`config.mk`:
```
export PLATFORM = sky130hd
export DESIGN_NAME = bcd_result_conv_flat
export DESIGN_NICKNAME = d
export VERILOG_FILES = /design/src/rtl/bcd_result_conv_if.sv /design/src/rtl/bcd_result_conv.sv /design/src/flat_wrapper.sv
export SDC_FILE = /design/constraint.sdc
export NUM_CORES = 1
export LEC_CHECK = 0
export ABC_AREA = 1
export CAP_MARGIN = 20
export CORE_UTILIZATION = 56
export CTS_CLUSTER_SIZE = 28
export DETAILED_ROUTE_END_ITERATION = 8
export GPL_ROUTABILITY_DRIVEN = 0
export PLACE_DENSITY = 0.82
export SKIP_LAST_GASP = 1
export SLEW_MARGIN = 0
export SYNTH_ARGS = -nofsm -noshare
export SYNTH_HDL_FRONTEND = slang
export SYNTH_SLANG_ARGS = --single-unit
```
`constraint.sdc`:
```
create_clock -name clk -period 3.25 [get_ports clk]
set_clock_uncertainty 0.05 [all_clocks]
set_input_delay 0.4875 -clock clk [delete_from_list [all_inputs] [get_ports clk]]
set_output_delay 0.4875 -clock clk [all_outputs]
set_load 0.1 [all_outputs]
```
`src/rtl/bcd_result_conv_if.sv`:
```
// bcd_result_conv_if
//   Result bus between the 64-bit integer calculator and the binary-to-BCD
//   converter.
//   master : calculator side   drives start/sum/sign, receives busy/done/bcd/neg/ndig
//   slave  : converter side    receives start/sum/sign, drives busy/done/bcd/neg/ndig
//   Signals:
//     start  conversion request (sampled by the converter when it can accept)
//     sum    WIDTH-bit binary result
//     sign   calculator sign bit (meaningful only in signed-magnitude builds)
//     busy   conversion in progress
//     done   one-cycle completion pulse
//     bcd    4*DIGITS packed BCD, units digit at [3:0]
//     neg    negative flag
//     ndig   significant-digit count, 1..DIGITS
interface bcd_result_conv_if #(
  parameter int WIDTH  = 64,
  parameter int DIGITS = 20
);
  logic                  start;
  logic [WIDTH-1:0]      sum;
  logic                  sign;
  logic                  busy;
  logic                  done;
  logic [4*DIGITS-1:0]   bcd;
  logic                  neg;
  logic [4:0]            ndig;

  modport master (output start, sum, sign, input busy, done, bcd, neg, ndig);
  modport slave  (input start, sum, sign, output busy, done, bcd, neg, ndig);
endinterface

```
`src/rtl/bcd_result_conv.sv`:
```
// bcd_result_conv
//   Sequential binary-to-BCD converter (shift-and-add-3, one bit per clock)
//   sitting downstream of the integer calculator. A start pulse captures the
//   calculator result; WIDTH clocks later the packed digits, a negative flag
//   and a significant-digit count are presented with a one-cycle done pulse.
//   Outputs hold until the next completion.
//
//   Ports:
//     clk  sole clock, rising edge
//     rst  synchronous, active-high reset
//     bus  bcd_result_conv_if.slave (start/sum/sign in, busy/done/bcd/neg/ndig out)
//
//   Build option:
//     BCD_SIGNED_MAG_EN  when defined, sum/sign are treated as a two's
//                        complement value and its magnitude is converted,
//                        with neg reporting the sign. When undefined, sum is
//                        unsigned, sign is ignored and neg is constant 0.
module bcd_result_conv #(
  parameter int WIDTH  = 64,
  parameter int DIGITS = 20   // requires 10**DIGITS > 2**WIDTH
) (
  input  logic                    clk,
  input  logic                    rst,
  bcd_result_conv_if.slave        bus
);

  localparam int CW = $clog2(WIDTH + 1);

  typedef enum logic [1:0] {IDLE, SHIFT, DONE} state_t;

  state_t                state;
  logic [WIDTH-1:0]      sreg;
  logic [4*DIGITS-1:0]   acc;
  logic [CW-1:0]         cnt;
  logic                  neg_cap;

  logic [4*DIGITS-1:0]   acc_adj;
  logic [4*DIGITS-1:0]   acc_nxt;
  logic [4:0]            ndig_nxt;
  logic [WIDTH-1:0]      mag;
  logic                  neg_in;

`ifdef BCD_SIGNED_MAG_EN
  // Two's complement negate; the most negative value maps onto itself,
  // which read as unsigned is exactly its magnitude.
  assign mag    = bus.sign ? (~bus.sum + WIDTH'(1)) : bus.sum;
  assign neg_in = bus.sign;
`else
  logic unused_sign;
  assign unused_sign = bus.sign;
  assign mag         = bus.sum;
  assign neg_in      = 1'b0;
`endif

  // One double-dabble step: correct digits >= 5, then shift in the next
  // binary bit. The top bit of acc_adj is dropped because DIGITS is sized
  // so that no carry can leave the most significant digit.
  // NOTE: every always_comb output gets a full default first so no path
  // leaves a variable unassigned, which would otherwise infer a latch.
  always_comb begin
    acc_adj = acc;
    for (int d = 0; d < DIGITS; d++) begin
      if (acc[4*d +: 4] >= 4'd5)
        acc_adj[4*d +: 4] = acc[4*d +: 4] + 4'd3;
    end
    acc_nxt = {acc_adj[4*DIGITS-2:0], sreg[WIDTH-1]};
  end

  // Significant digits of the final accumulator: highest nonzero digit + 1,
  // with an all-zero value still counting as one digit.
  always_comb begin
    ndig_nxt = 5'd1;
    for (int d = 0; d < DIGITS; d++) begin
      if (acc_nxt[4*d +: 4] != 4'd0)
        ndig_nxt = 5'(d + 1);
    end
  end

  // NOTE: sequential state uses non-blocking assignments so every register
  // samples the pre-edge values, independent of statement order.
  always_ff @(posedge clk) begin
    if (rst) begin
      state    <= IDLE;
      sreg     <= '0;
      acc      <= '0;
      cnt      <= '0;
      neg_cap  <= 1'b0;
      bus.busy <= 1'b0;
      bus.done <= 1'b0;
      bus.bcd  <= '0;
      bus.neg  <= 1'b0;
      bus.ndig <= 5'd1;
    end else begin
      bus.done <= 1'b0;
      case (state)
        // The edge leaving DONE is also an accepting edge, giving one
        // conversion every WIDTH+1 cycles when start is re-asserted at once.
        IDLE, DONE: begin
          if (bus.start) begin
            sreg     <= mag;
            acc      <= '0;
            cnt      <= '0;
            neg_cap  <= neg_in;
            bus.busy <= 1'b1;
            state    <= SHIFT;
          end else begin
            state    <= IDLE;
          end
        end

        SHIFT: begin
          acc  <= acc_nxt;
          sreg <= {sreg[WIDTH-2:0], 1'b0};
          cnt  <= cnt + CW'(1);
          // Old count WIDTH-1 means this edge performs the last shift, so the
          // results are registered straight from the final step.
          if (cnt == CW'(WIDTH - 1)) begin
            state    <= DONE;
            bus.busy <= 1'b0;
            bus.done <= 1'b1;
            bus.bcd  <= acc_nxt;
            bus.ndig <= ndig_nxt;
            bus.neg  <= neg_cap;
          end
        end

        default: state <= IDLE;
      endcase
    end
  end

endmodule

```
`src/flat_wrapper.sv`:
```
// flat-port wrapper written by rule: the top's interface ports become plain ports
module bcd_result_conv_flat 
#(
  parameter int WIDTH  = 64,
  parameter int DIGITS = 20                                    
)
  (clk, rst, bus_start, bus_sum, bus_sign, bus_busy, bus_done, bus_bcd, bus_neg, bus_ndig);
  bcd_result_conv_if #(.WIDTH(WIDTH), .DIGITS(DIGITS)) bus_i ();
  input  logic clk;
  input  logic rst;
  input wire logic [$bits(bus_i.start)-1:0] bus_start;
  input wire logic [$bits(bus_i.sum)-1:0] bus_sum;
  input wire logic [$bits(bus_i.sign)-1:0] bus_sign;
  output wire logic [$bits(bus_i.busy)-1:0] bus_busy;
  output wire logic [$bits(bus_i.done)-1:0] bus_done;
  output wire logic [$bits(bus_i.bcd)-1:0] bus_bcd;
  output wire logic [$bits(bus_i.neg)-1:0] bus_neg;
  output wire logic [$bits(bus_i.ndig)-1:0] bus_ndig;
  assign bus_i.start = bus_start;
  assign bus_i.sum = bus_sum;
  assign bus_i.sign = bus_sign;
  assign bus_busy = bus_i.busy;
  assign bus_done = bus_i.done;
  assign bus_bcd = bus_i.bcd;
  assign bus_neg = bus_i.neg;
  assign bus_ndig = bus_i.ndig;
  bcd_result_conv #(.WIDTH(WIDTH), .DIGITS(DIGITS)) u_core (.clk(clk), .rst(rst), .bus(bus_i));
endmodule
```
* Word-level counts from Yosys, hierarchy flattened
Cells that the tools add are included.
** Cells by class
- $add $sub $neg :: 21
- Order comparisons :: 20
- Equal/unequal tests :: 5
- Multiplexer cells :: 52
- Bitwise operators :: 1
- Reductions and logical operators :: 26
** Operators by type and width (number)
- 80-bit one-hot mux with 2 select lines :: 1
- 64-bit one-hot mux with 2 select lines :: 1
- 4-bit two-way mux :: 27
- 4-bit by 3-bit greater-or-equal comparator with 1-bit output, second input constant :: 20
- 80-bit two-way mux :: 1
- 4-bit by 2-bit adder with 4-bit output, second input constant :: 19
- 4-bit nonzero test :: 19
- 64-bit two-way mux :: 1
- 5-bit two-way mux :: 5
- 3-bit two-way mux :: 5
- 7-bit one-hot mux with 2 select lines :: 1
- 7-bit by 1-bit adder with 7-bit output, second input constant :: 1
- 7-bit by 6-bit == test with 1-bit output, second input constant :: 1
- 7-bit two-way mux :: 1
- 2-bit two-way mux :: 3
- 1-bit two-way mux :: 4
- 2-bit one-hot mux with 2 select lines :: 1
- 2-bit AND reduction :: 2
- 2-bit OR reduction :: 2
- 3-bit by 2-bit adder with 3-bit output, second input constant :: 1
- 3-bit AND reduction :: 1
- 2-bit by 1-bit == test with 1-bit output, second input constant :: 1
- 2-bit == test, second input constant :: 1
- 2-bit zero test :: 1
- other kinds (5) :: 5
** Word-level totals
- Bits in registers :: 240
- Input bits :: 68

* Longest topological paths before layout
Gate-level depths: netlist (run 1).
- Depth after elaboration :: 22
- Mapped depth :: 28
- Gate-level depth less buffers :: 28

* Worst setup path before layout (run 1)
No wires, ideal clock.
- Path type :: register to register
- Start point :: register u_core.acc[16]
- End point :: register u_core.bus.ndig[0]
- Setup time :: 0.117 ns
- Arrival time :: 2.007 ns
- Slack :: 1.076 ns
- Cell stages (with the launch flop) :: 26
- Buffers on the path :: 0
- Clock period less this slack :: 2.174 ns
- Cells stage by stage :: dfxtp_1 inv_1 ha_1 inv_1 o21ai_1 nand2_2 xor2_1 nand2_1 nor2_1 nand2_1 nand2_1 nand2_1 nand2_1 nand2_1 nand2_1 nand2_1 nand2_1 nand2_1 nand2_1 nand2_1 nand2_1 nand2_1 nand2_1 nand2_1 nand2_1 nand2_1
** On the way
- Longest elaborated chain between the ends :: 19
** RTL lines
- start: declaration :: RTL line bcd_result_conv.sv:33 : logic [4*DIGITS-1:0] acc;
- start signal: assignment :: RTL line bcd_result_conv.sv:112 : acc <= acc_nxt;
- 4-bit by 2-bit adder with 4-bit output / 4-bit by 3-bit greater-or-equal comparator with 1-bit output (equally long branches) :: RTL line bcd_result_conv.sv:64, bcd_result_conv.sv:63
- 4-bit two-way mux (*) :: RTL line bcd_result_conv.sv:63 : if (acc[4*d +: 4] >= 4'd5)
- 4-bit nonzero test :: RTL line bcd_result_conv.sv:74 : if (acc_nxt[4*d +: 4] != 4'd0)
- 3-bit two-way mux :: RTL line bcd_result_conv.sv:74
- 3-bit two-way mux (*) (2 in series) :: RTL line bcd_result_conv.sv:74
- 4-bit two-way mux (*) (8 in series) :: RTL line bcd_result_conv.sv:74
- 5-bit two-way mux (*) (5 in series) :: RTL line bcd_result_conv.sv:74
- end signal: assignment :: RTL line bcd_result_conv.sv:122 : bus.ndig <= ndig_nxt;
- end: declaration :: RTL line bcd_result_conv_if.sv:29 : modport slave (input start, sum, sign, output busy, done, bcd, neg, ndig);
Every way passes the cells marked *; elsewhere a longest branch is shown, timed or not.
A chain may end at the register's enable or synchronous reset.

* Final worst setup path (run 1)
- Start point :: register u_core.cnt[0]
- End point :: register u_core.bus.bcd[3]
** On the way
- Longest elaborated chain between the ends :: 2
** RTL lines
- start: declaration :: RTL line bcd_result_conv.sv:34 : logic [CW-1:0] cnt;
- start signal: assignment :: RTL line bcd_result_conv.sv:114 : cnt <= cnt + CW'(1);
- 7-bit by 6-bit == test with 1-bit output :: RTL line bcd_result_conv.sv:117 : if (cnt == CW'(WIDTH - 1)) begin
- 2-bit AND reduction (no line)
- end signal: assignment :: RTL line bcd_result_conv.sv:121 : bus.bcd <= acc_nxt;
- end: declaration :: RTL line bcd_result_conv_if.sv:29
No other way between the ends.

==> results of run 1 <==
[per-layer routing]
metal,wire length (um),track usage,up-vias
li1,-,-,5084
met4,589,0.0824,0
met2,12800,0.451,295
met5,0,0,-
met1,11200,0.327,4670
met3,1600,0.0438,47
[cells by family after synthesis]
kind of cell	synth area share
buffers and inverters	0.0762
AO/OA/AOI/OAI	0.173
adder cells (fa/ha/maj)	0.0473
other	0.000346
XOR/XNOR	0.0209
flip-flops	0.443
AND/OR/NAND/NOR	0.239
multiplexers	0.000923
[through the flow]
stage | cells | worst slack [ns] | hold WS [ns] | cell area, sq um | util
detailed placement | 1834 | 0.512 | 0.402 | 12400 | 0.656
global placement | 1834 | 0.554 | 0.392 | 12400 | 0.656
floorplan | 1482 | 1.08 | 0.391 | 10800 | -
CTS | 1881 | 0.448 | 0.412 | 13200 | 0.703
finish | 1881 | 0.483 | 0.412 | 13200 | 0.703
global route | 1881 | 0.0523 | 0.429 | 13200 | 0.703
[layout make-up]
| cell class | instances | area share |
|---|---|---|
| multi-input cells | 1025 | 0.394 |
| inverters | 144 | 0.0410 |
| well taps | 260 | 0.0246 |
| clock buffers | 39 | 0.0590 |
| clock inverters | 8 | 0.00709 |
| repair buffers | 165 | 0.111 |
| flip-flops and latches | 240 | 0.363 |
[where the power goes]
part           internal [mW]  total (mW)  switching [mW]
combinational          0.143       0.393           0.250
sequential              3.00        3.04          0.0322
clock                   1.81        2.97            1.16
total                   4.96        6.40            1.44
[worst max path at each step]
stage                    from                 end  slack (ns)  cells past startpoint
6_report        u_core.cnt[0]   u_core.bus.bcd[3]        0.48                     13
5_1_grt         u_core.cnt[0]   u_core.bus.bcd[3]        0.05                     13
4_1_cts         u_core.cnt[0]   u_core.bus.bcd[3]        0.45                     13
3_5_place_dp    u_core.cnt[0]   u_core.bus.bcd[3]        0.51                     13
3_3_place_gp    u_core.cnt[0]   u_core.bus.bcd[3]        0.55                     13
2_1_floorplan  u_core.acc[16]  u_core.bus.ndig[0]        1.08                     25
[registers in the layout, summed over array words and instances (netlist names)]
name / count
u_core.acc: 80
u_core.bus.bcd: 80
u_core.sreg: 64
u_core.cnt: 7
u_core.bus.ndig: 5
u_core.state: 2
u_core.bus.busy: 1
u_core.bus.done: 1
[critical path: stages (launching register included)]
cell and delay (ns):
sky130_fd_sc_hd__dfxtp_1 0.37, sky130_fd_sc_hd__ha_1 0.16, sky130_fd_sc_hd__inv_1 0.06, sky130_fd_sc_hd__nor3_2 0.19, sky130_fd_sc_hd__inv_2 0.04, sky130_fd_sc_hd__nor3_1 0.17, sky130_fd_sc_hd__inv_2 0.05, sky130_fd_sc_hd__nor2_1 0.15
sky130_fd_sc_hd__inv_2 0.07, sky130_fd_sc_hd__nor2_4 0.14, sky130_fd_sc_hd__inv_2 0.27, sky130_fd_sc_hd__nand2_1 0.17, sky130_fd_sc_hd__inv_2 0.39, sky130_fd_sc_hd__a32o_1 0.36
[Yosys cell counts, types with 24 or more instances]
cell                       instances  area (sq um)
sky130_fd_sc_hd__o21ai_1          32           160
sky130_fd_sc_hd__o21ai_0          74           370
sky130_fd_sc_hd__a31oi_1          64           400
sky130_fd_sc_hd__ha_1             41           513
sky130_fd_sc_hd__inv_1           133           499
sky130_fd_sc_hd__a21oi_1         125           626
sky130_fd_sc_hd__clkbuf_1         68           255
sky130_fd_sc_hd__nand3_1          50           250
sky130_fd_sc_hd__nor2_1           48           180
sky130_fd_sc_hd__dfxtp_1         240          4800
sky130_fd_sc_hd__nand2_1         480          1800
sky130_fd_sc_hd__xor2_1           24           210
[layout by cell type (no fill, tap or decap), types with 6 or more instances in the layout]
cell and count:
sky130_fd_sc_hd__a21oi_1 125, sky130_fd_sc_hd__a22o_1 19, sky130_fd_sc_hd__a31oi_1 64, sky130_fd_sc_hd__buf_4 82, sky130_fd_sc_hd__clkbuf_1 6, sky130_fd_sc_hd__clkbuf_16 27, sky130_fd_sc_hd__clkbuf_8 6, sky130_fd_sc_hd__clkdlybuf4s50_1 81
sky130_fd_sc_hd__dfxtp_1 240, sky130_fd_sc_hd__ha_1 41, sky130_fd_sc_hd__inv_1 132, sky130_fd_sc_hd__inv_2 10, sky130_fd_sc_hd__nand2_1 480, sky130_fd_sc_hd__nand2_2 10, sky130_fd_sc_hd__nand3_1 50, sky130_fd_sc_hd__nand4_1 7
sky130_fd_sc_hd__nor2_1 47, sky130_fd_sc_hd__nor4_1 10, sky130_fd_sc_hd__o21ai_0 74, sky130_fd_sc_hd__o21ai_1 32, sky130_fd_sc_hd__xor2_1 24
==> metrics.log, run 1 <==
[metrics] status: finished clean
[metrics] count of endpoints failing hold in the final timing report: 0
[metrics] Die X: about 140 um
[metrics] CP max FO: approximately 50
[metrics] Design Power: between 6 and 7 mW
[metrics] category of the worst setup path launch point: register
[metrics] H-tree depth reported by CTS: 1
[metrics] RSZ-0062 raised after global routing: false
[metrics] synthesized flop and latch total: between 200 and 250
[metrics] worst supply voltage drop on vdd: a little over 400 uV
[metrics] upper clock frequency limit: ~360 MHz
[metrics] fin. max-slew vios: 0
[metrics] total nets after synthesis: between 1,500 and 2,000
[metrics] Core Region: roughly 0.019 sq mm
[metrics] setup bufs post-CTS: 0
[metrics] hold path startpoint: u_core.bus.bcd[20]
[metrics] static power due to leakage: 5.42 nW
[metrics] total of warnings raised by yosys: 0
[metrics] clock tree from TritonCTS: yes
[metrics] total area of multi-input combinational cells: 0.00522 sq mm
[metrics] endpoints failing setup: 0
[metrics] number of nets in the final layout: 1,711
[metrics] pin count of the biggest net entering global routing: 82
[metrics] Placement Rows: 50
[metrics] number of top-level pins: ~160
[metrics] Crit path required time: 3.62 ns
[metrics] initial antenna violation count: 0
[metrics] source-to-sink clock delay at the later pin of the worst-skew pair: between 0.5 and 0.6 ns
[metrics] effective utilization at floorplan: 0.576
[metrics] kind of critical path: register to register
[metrics] prevailing post-synth register cell: sky130_fd_sc_hd__dfxtp_1
[metrics] slack of the worst reg-to-reg path: between 0.4 and 0.5 ns
[metrics] placed wire-length estimate after detailed placement: approximately 17,000 um
[metrics] number of buffers added to fix hold violations after cts: 0
[metrics] number of port buffers: 153
[metrics] ys async rst share: 0
[metrics] global-route wire length before repair: roughly 43,000 um
[metrics] via count: roughly 10,000
[metrics] final wirelength: 26,200 um
[metrics] Routed Antenna Nets: 0
[metrics] Critical Path End Type: register
[metrics] Root Buffer: sky130_fd_sc_hd__clkbuf_16
[metrics] average detailed-routed wire length per instance: around 14 um
[metrics] end of the worst register-to-register path: u_core.bus.bcd[3]
[metrics] sequential area share after synthesis: 0.443
[metrics] Critical R2R Launch: u_core.cnt[0]
[metrics] number of cells upsized or downsized after cts: 0
[metrics] time the final worst path needs with I/O delays and setup: 2.77 ns
[metrics] ant diodes: 0
[metrics] data arrival time of the critical path: approximately 3.1 ns
[metrics] FILL cells: between 1,500 and 2,000
[metrics] tightest slew margin relative to the limit: 0.346
[metrics] number of vias per cell after detailed routing: around 5.4
[metrics] netlist area before placement: ~0.011 sq mm
[metrics] actual transition at the worst max-transition pin: between 0.9 and 1 ns
[metrics] cts bufs inserted: 26
[metrics] Initial DRC Count: 671
[metrics] sequential cell area in the final layout: a little under 0.005 sq mm
[metrics] total power divided by cell area: roughly 480 mW/mm^2
[metrics] Synth cell types: 46
[metrics] worst-case hold path end point: u_core.bus.bcd[20]
[metrics] first-pass iteration count of the detailed router: 5
[metrics] Hold Path Cell Cnt: 2
[metrics] Clock Sink Count: 240
[metrics] total negative setup slack: 0 ns
[metrics] reg2reg path depth: 13
[metrics] die footprint: approximately 0.020 sq mm
[metrics] gate count of the mapped netlist: ~1,500
[metrics] average footprint of a synthesized cell: 7.32 sq um
[metrics] period utilisation layout: 0.851
[metrics] layout overhead on the synthesized area: 22.1%
[metrics] total grt overflow: 0
[metrics] height of the die: about 140 um
[metrics] GRT Overall Usage: 0.260
[metrics] vias in the first global route: a little over 9,000
[metrics] DRC violations left: 0
[metrics] number of enable-type register cells in the synthesized netlist: 0
[metrics] class of the tightest hold or removal check: register to register
[metrics] clock buffer depth: 3
[metrics] max_cap viols: 0
[metrics] fraction of layout cells with a size suffix above 1: 0.101
[metrics] clock-pin slew on the worst setup and hold paths: ~0.060 ns
No activity file was read; power rests on OpenSTA's default activity.
==> run 2: changes to the inputs <==
Settings changed: CORE_MARGIN set to 1.5.
==> run 2 against run 1 <==
  * Worst setup slack better by 0.0042 ns
  * Hold slack worse by 0.11 ns
  * Critical path depth is 1 higher
  * Fmax is 0.15% higher
  * Register-to-register slack hardly changed
  * Count of clock-buffer cells in the layout is 3 lower
  * Flip-flop and latch count stayed put
  * Power is 1.2% lower
  * Critical endpoint is now u_core.bus.bcd[14]
  * Highest routed layer unchanged
==> metrics.log, run 2 (synthesized netlist as in run 1, its figures left out) <==
[metrics] Placement Rows: 50 (unchanged)
[metrics] Crit path top cell by count: sky130_fd_sc_hd__inv_2
[metrics] placed wire-length estimate after detailed placement: 17,000 um (-0.55%)
[metrics] first-pass iteration count of the detailed router: 5 (unchanged)
[metrics] worst supply voltage drop on vdd: 370 uV (-8.7%)
[metrics] top library cells by usage in the layout, fill and taps aside: sky130_fd_sc_hd__nand2_1, sky130_fd_sc_hd__dfxtp_1, sky130_fd_sc_hd__inv_1
[metrics] leading cell type in the layout, fill and taps excluded: sky130_fd_sc_hd__nand2_1
[metrics] worst setup slack before clock tree synthesis: 0.550 ns (+0.0381 ns)
[metrics] average detailed-routed wire length per instance: 13.6 um (-2.2%)
[metrics] global routing usage on met3: 0.0367 (-0.00714)
[metrics] Core Region: 0.0188 sq mm (unchanged)
[metrics] fraction of layout cells with a size suffix above 1: 0.101 (unchanged)
[metrics] number of port buffers: 153 (unchanged)
[metrics] Slowest cell on crit path: sky130_fd_sc_hd__inv_2
[metrics] global-route wire length before repair: 42,600 um (-1.1%)
[metrics] time the final worst path needs with I/O delays and setup: 2.76 ns (-0.00424 ns)
[metrics] Die X: 142 um (+0.71%)
[metrics] Critical Path End Type: register
[metrics] category of the worst setup path launch point: register
[metrics] number of buffers added to fix hold violations after cts: 0 (unchanged)
[metrics] number of cells upsized or downsized after cts: 0 (unchanged)
[metrics] number of cells in the finished layout apart from fillers: 1,881 (unchanged)
[metrics] initial antenna violation count: 0 (unchanged)
[metrics] actual transition at the worst max-transition pin: 0.974 ns (-0.00523 ns)
[metrics] ant diodes: 0 (unchanged)
[metrics] hold path startpoint: rst
[metrics] cts bufs inserted: 25 (-3.8%)
[metrics] endpoints failing setup: 0 (unchanged)
[metrics] height of the die: 142 um (+0.71%)
[metrics] clock buffer depth: 3 (unchanged)
[metrics] DRC violations left: 0 (unchanged)
[metrics] status: finished clean
[metrics] total power divided by cell area: 479 mW/mm^2 (-1.0%)
[metrics] final wirelength: 25,600 um (-2.2%)
[metrics] Initial DRC Count: 643 (-4.2%)
[metrics] Root Buffer: sky130_fd_sc_hd__clkbuf_16
[metrics] met1 usage: 0.334 (+0.00659)
[metrics] Critical R2R Launch: u_core.cnt[0]
[metrics] H-tree depth reported by CTS: 1 (unchanged)
[metrics] RSZ-0062 raised after global routing: false
[metrics] static power due to leakage: 5.42 nW (-0.15%)
[metrics] die footprint: 0.0202 sq mm (+1.4%)
[metrics] effective utilization at floorplan: 0.576 (unchanged)
[metrics] pin count of the biggest net entering global routing: 89 (+8.5%)
[metrics] Largest regs: u_core.acc (80), u_core.bus.bcd (80), u_core.sreg (64)
[metrics] GRT Overall Usage: 0.252 (-0.00778)
[metrics] Largest stage delay, worst path: 0.73 ns (+0.34 ns)
[metrics] max_cap viols: 0 (unchanged)
[metrics] CP max FO: 51 (unchanged)
[metrics] setup bufs post-CTS: 0 (unchanged)
[metrics] count of endpoints failing hold in the final timing report: 0 (unchanged)
[metrics] Routed Antenna Nets: 0 (unchanged)
[metrics] worst-path cell chain: ha_1 -> inv_1 -> nor3_2 -> inv_2 -> nor3_1 -> inv_2 -> nor2_1 -> inv_2 -> nor2_4 -> inv_2 -> nand2_1 -> inv_2 -> nand2_1 -> o21ai_0
[metrics] number of vias per cell after detailed routing: 5.31 (-1.0%)
[metrics] Clock Sink Count: 240 (unchanged)
[metrics] total negative setup slack: 0 ns (unchanged)
[metrics] tightest slew margin relative to the limit: 0.349 (+0.00241)
[metrics] period utilisation layout: 0.850 (-0.00130)
[metrics] CP startpoint: u_core.cnt[0]
[metrics] number of top-level pins: 156 (unchanged)
[metrics] data arrival time of the critical path: 3.13 ns (about the same)
[metrics] fin. max-slew vios: 0 (unchanged)
[metrics] layer with the highest usage after global routing: met2
[metrics] vias in the first global route: 9,306 (-0.55%)
[metrics] source-to-sink clock delay at the later pin of the worst-skew pair: 0.51 ns (-0.02 ns)
[metrics] number of cells in the design after placement: 1,836 (+0.11%)
[metrics] clock-pin slew on the worst setup and hold paths: 0.06 ns (about the same)
[metrics] upper clock frequency limit: 362 MHz (+0.15%)
[metrics] number of nets in the final layout: 1,712 (+0.058%)
[metrics] layout overhead on the synthesized area: 21.8%
[metrics] class of the tightest hold or removal check: primary input to register
[metrics] clock tree from TritonCTS: yes
[metrics] kind of critical path: register to register
[metrics] Crit path required time: 3.61 ns (about the same)
[metrics] Worst Setup Slack, final: 0.487 ns (+0.00424 ns)
[metrics] met2 routing resource usage after global routing: 0.427 (-0.0246)
[metrics] via count: 9,992 (-1.0%)
[metrics] total grt overflow: 0 (unchanged)
[run 2: changes by cell type in the layout (fill, tap and decap cells not counted)]
cell / change
sky130_fd_sc_hd__buf_4: +2
sky130_fd_sc_hd__bufinv_16: +1
sky130_fd_sc_hd__clkbuf_16: -2
sky130_fd_sc_hd__clkbuf_8: -1
sky130_fd_sc_hd__clkinv_2: +1
sky130_fd_sc_hd__clkinv_4: -1
[run 2: where the power goes]
part           internal [mW]  leakage (nW)  switching, mW  total, mW
combinational          0.146          3.06          0.250      0.396
sequential              3.00          1.94         0.0321       3.04
clock                   1.76         0.417           1.13       2.90
[run 2: final cells by class]
| class | instances | area [sq um] |
|---|---|---|
| Sequential cell | 240 | 4800 |
| Multi-Input combinational cell | 1025 | 5220 |
| Tap cell | 260 | 325 |
| Clock inverter | 9 | 120 |
| Inverter | 144 | 543 |
| Timing Repair Buffer | 167 | 1480 |
| Fill cell | 1526 | 5620 |
| Clock buffer | 36 | 717 |
[run 2: worst max-delay path: cells and delay by family (launching register included)]
kind	cells	cell delay, ns
compound gates	1	0.14
buf+inv	6	1.45
fa+ha+maj	1	0.20
flops	1	0.33
simple gates	6	0.45
[run 2: metrics by stage]
| step | utilization | instance area [sq um] | hold WS [ns] | total power, mW |
|---|---|---|---|---|
| after floorplan | - | 10800 | 0.391 | 3.33 |
| after global placement | 0.657 | 12400 | 0.390 | 3.49 |
| after detailed placement | 0.657 | 12400 | 0.399 | 3.50 |
| after CTS | 0.702 | 13200 | 0.297 | 6.36 |
| after global routing | 0.702 | 13200 | 0.328 | 6.53 |
| final | 0.702 | 13200 | 0.304 | 6.33 |
[run 2: path summary, 6_finish.rpt]
check | end | slack, ns | cells after the start
worst max-delay path | u_core.bus.bcd[14] | 0.49 | 14
worst min-delay path | u_core.cnt[5] | 0.30 | 4
worst max register to register | u_core.bus.bcd[14] | 0.49 | 14
worst min register to register | u_core.bus.bcd[35] | 0.41 | 2
[run 2: per-layer routing]
| layer | vias to the layer above | wire length, um |
|---|---|---|
| met2 | 299 | 11900 |
| met5 | - | 0 |
| met4 | 0 | 615 |
| met1 | 4556 | 11400 |
| li1 | 5091 | - |
| met3 | 46 | 1590 |
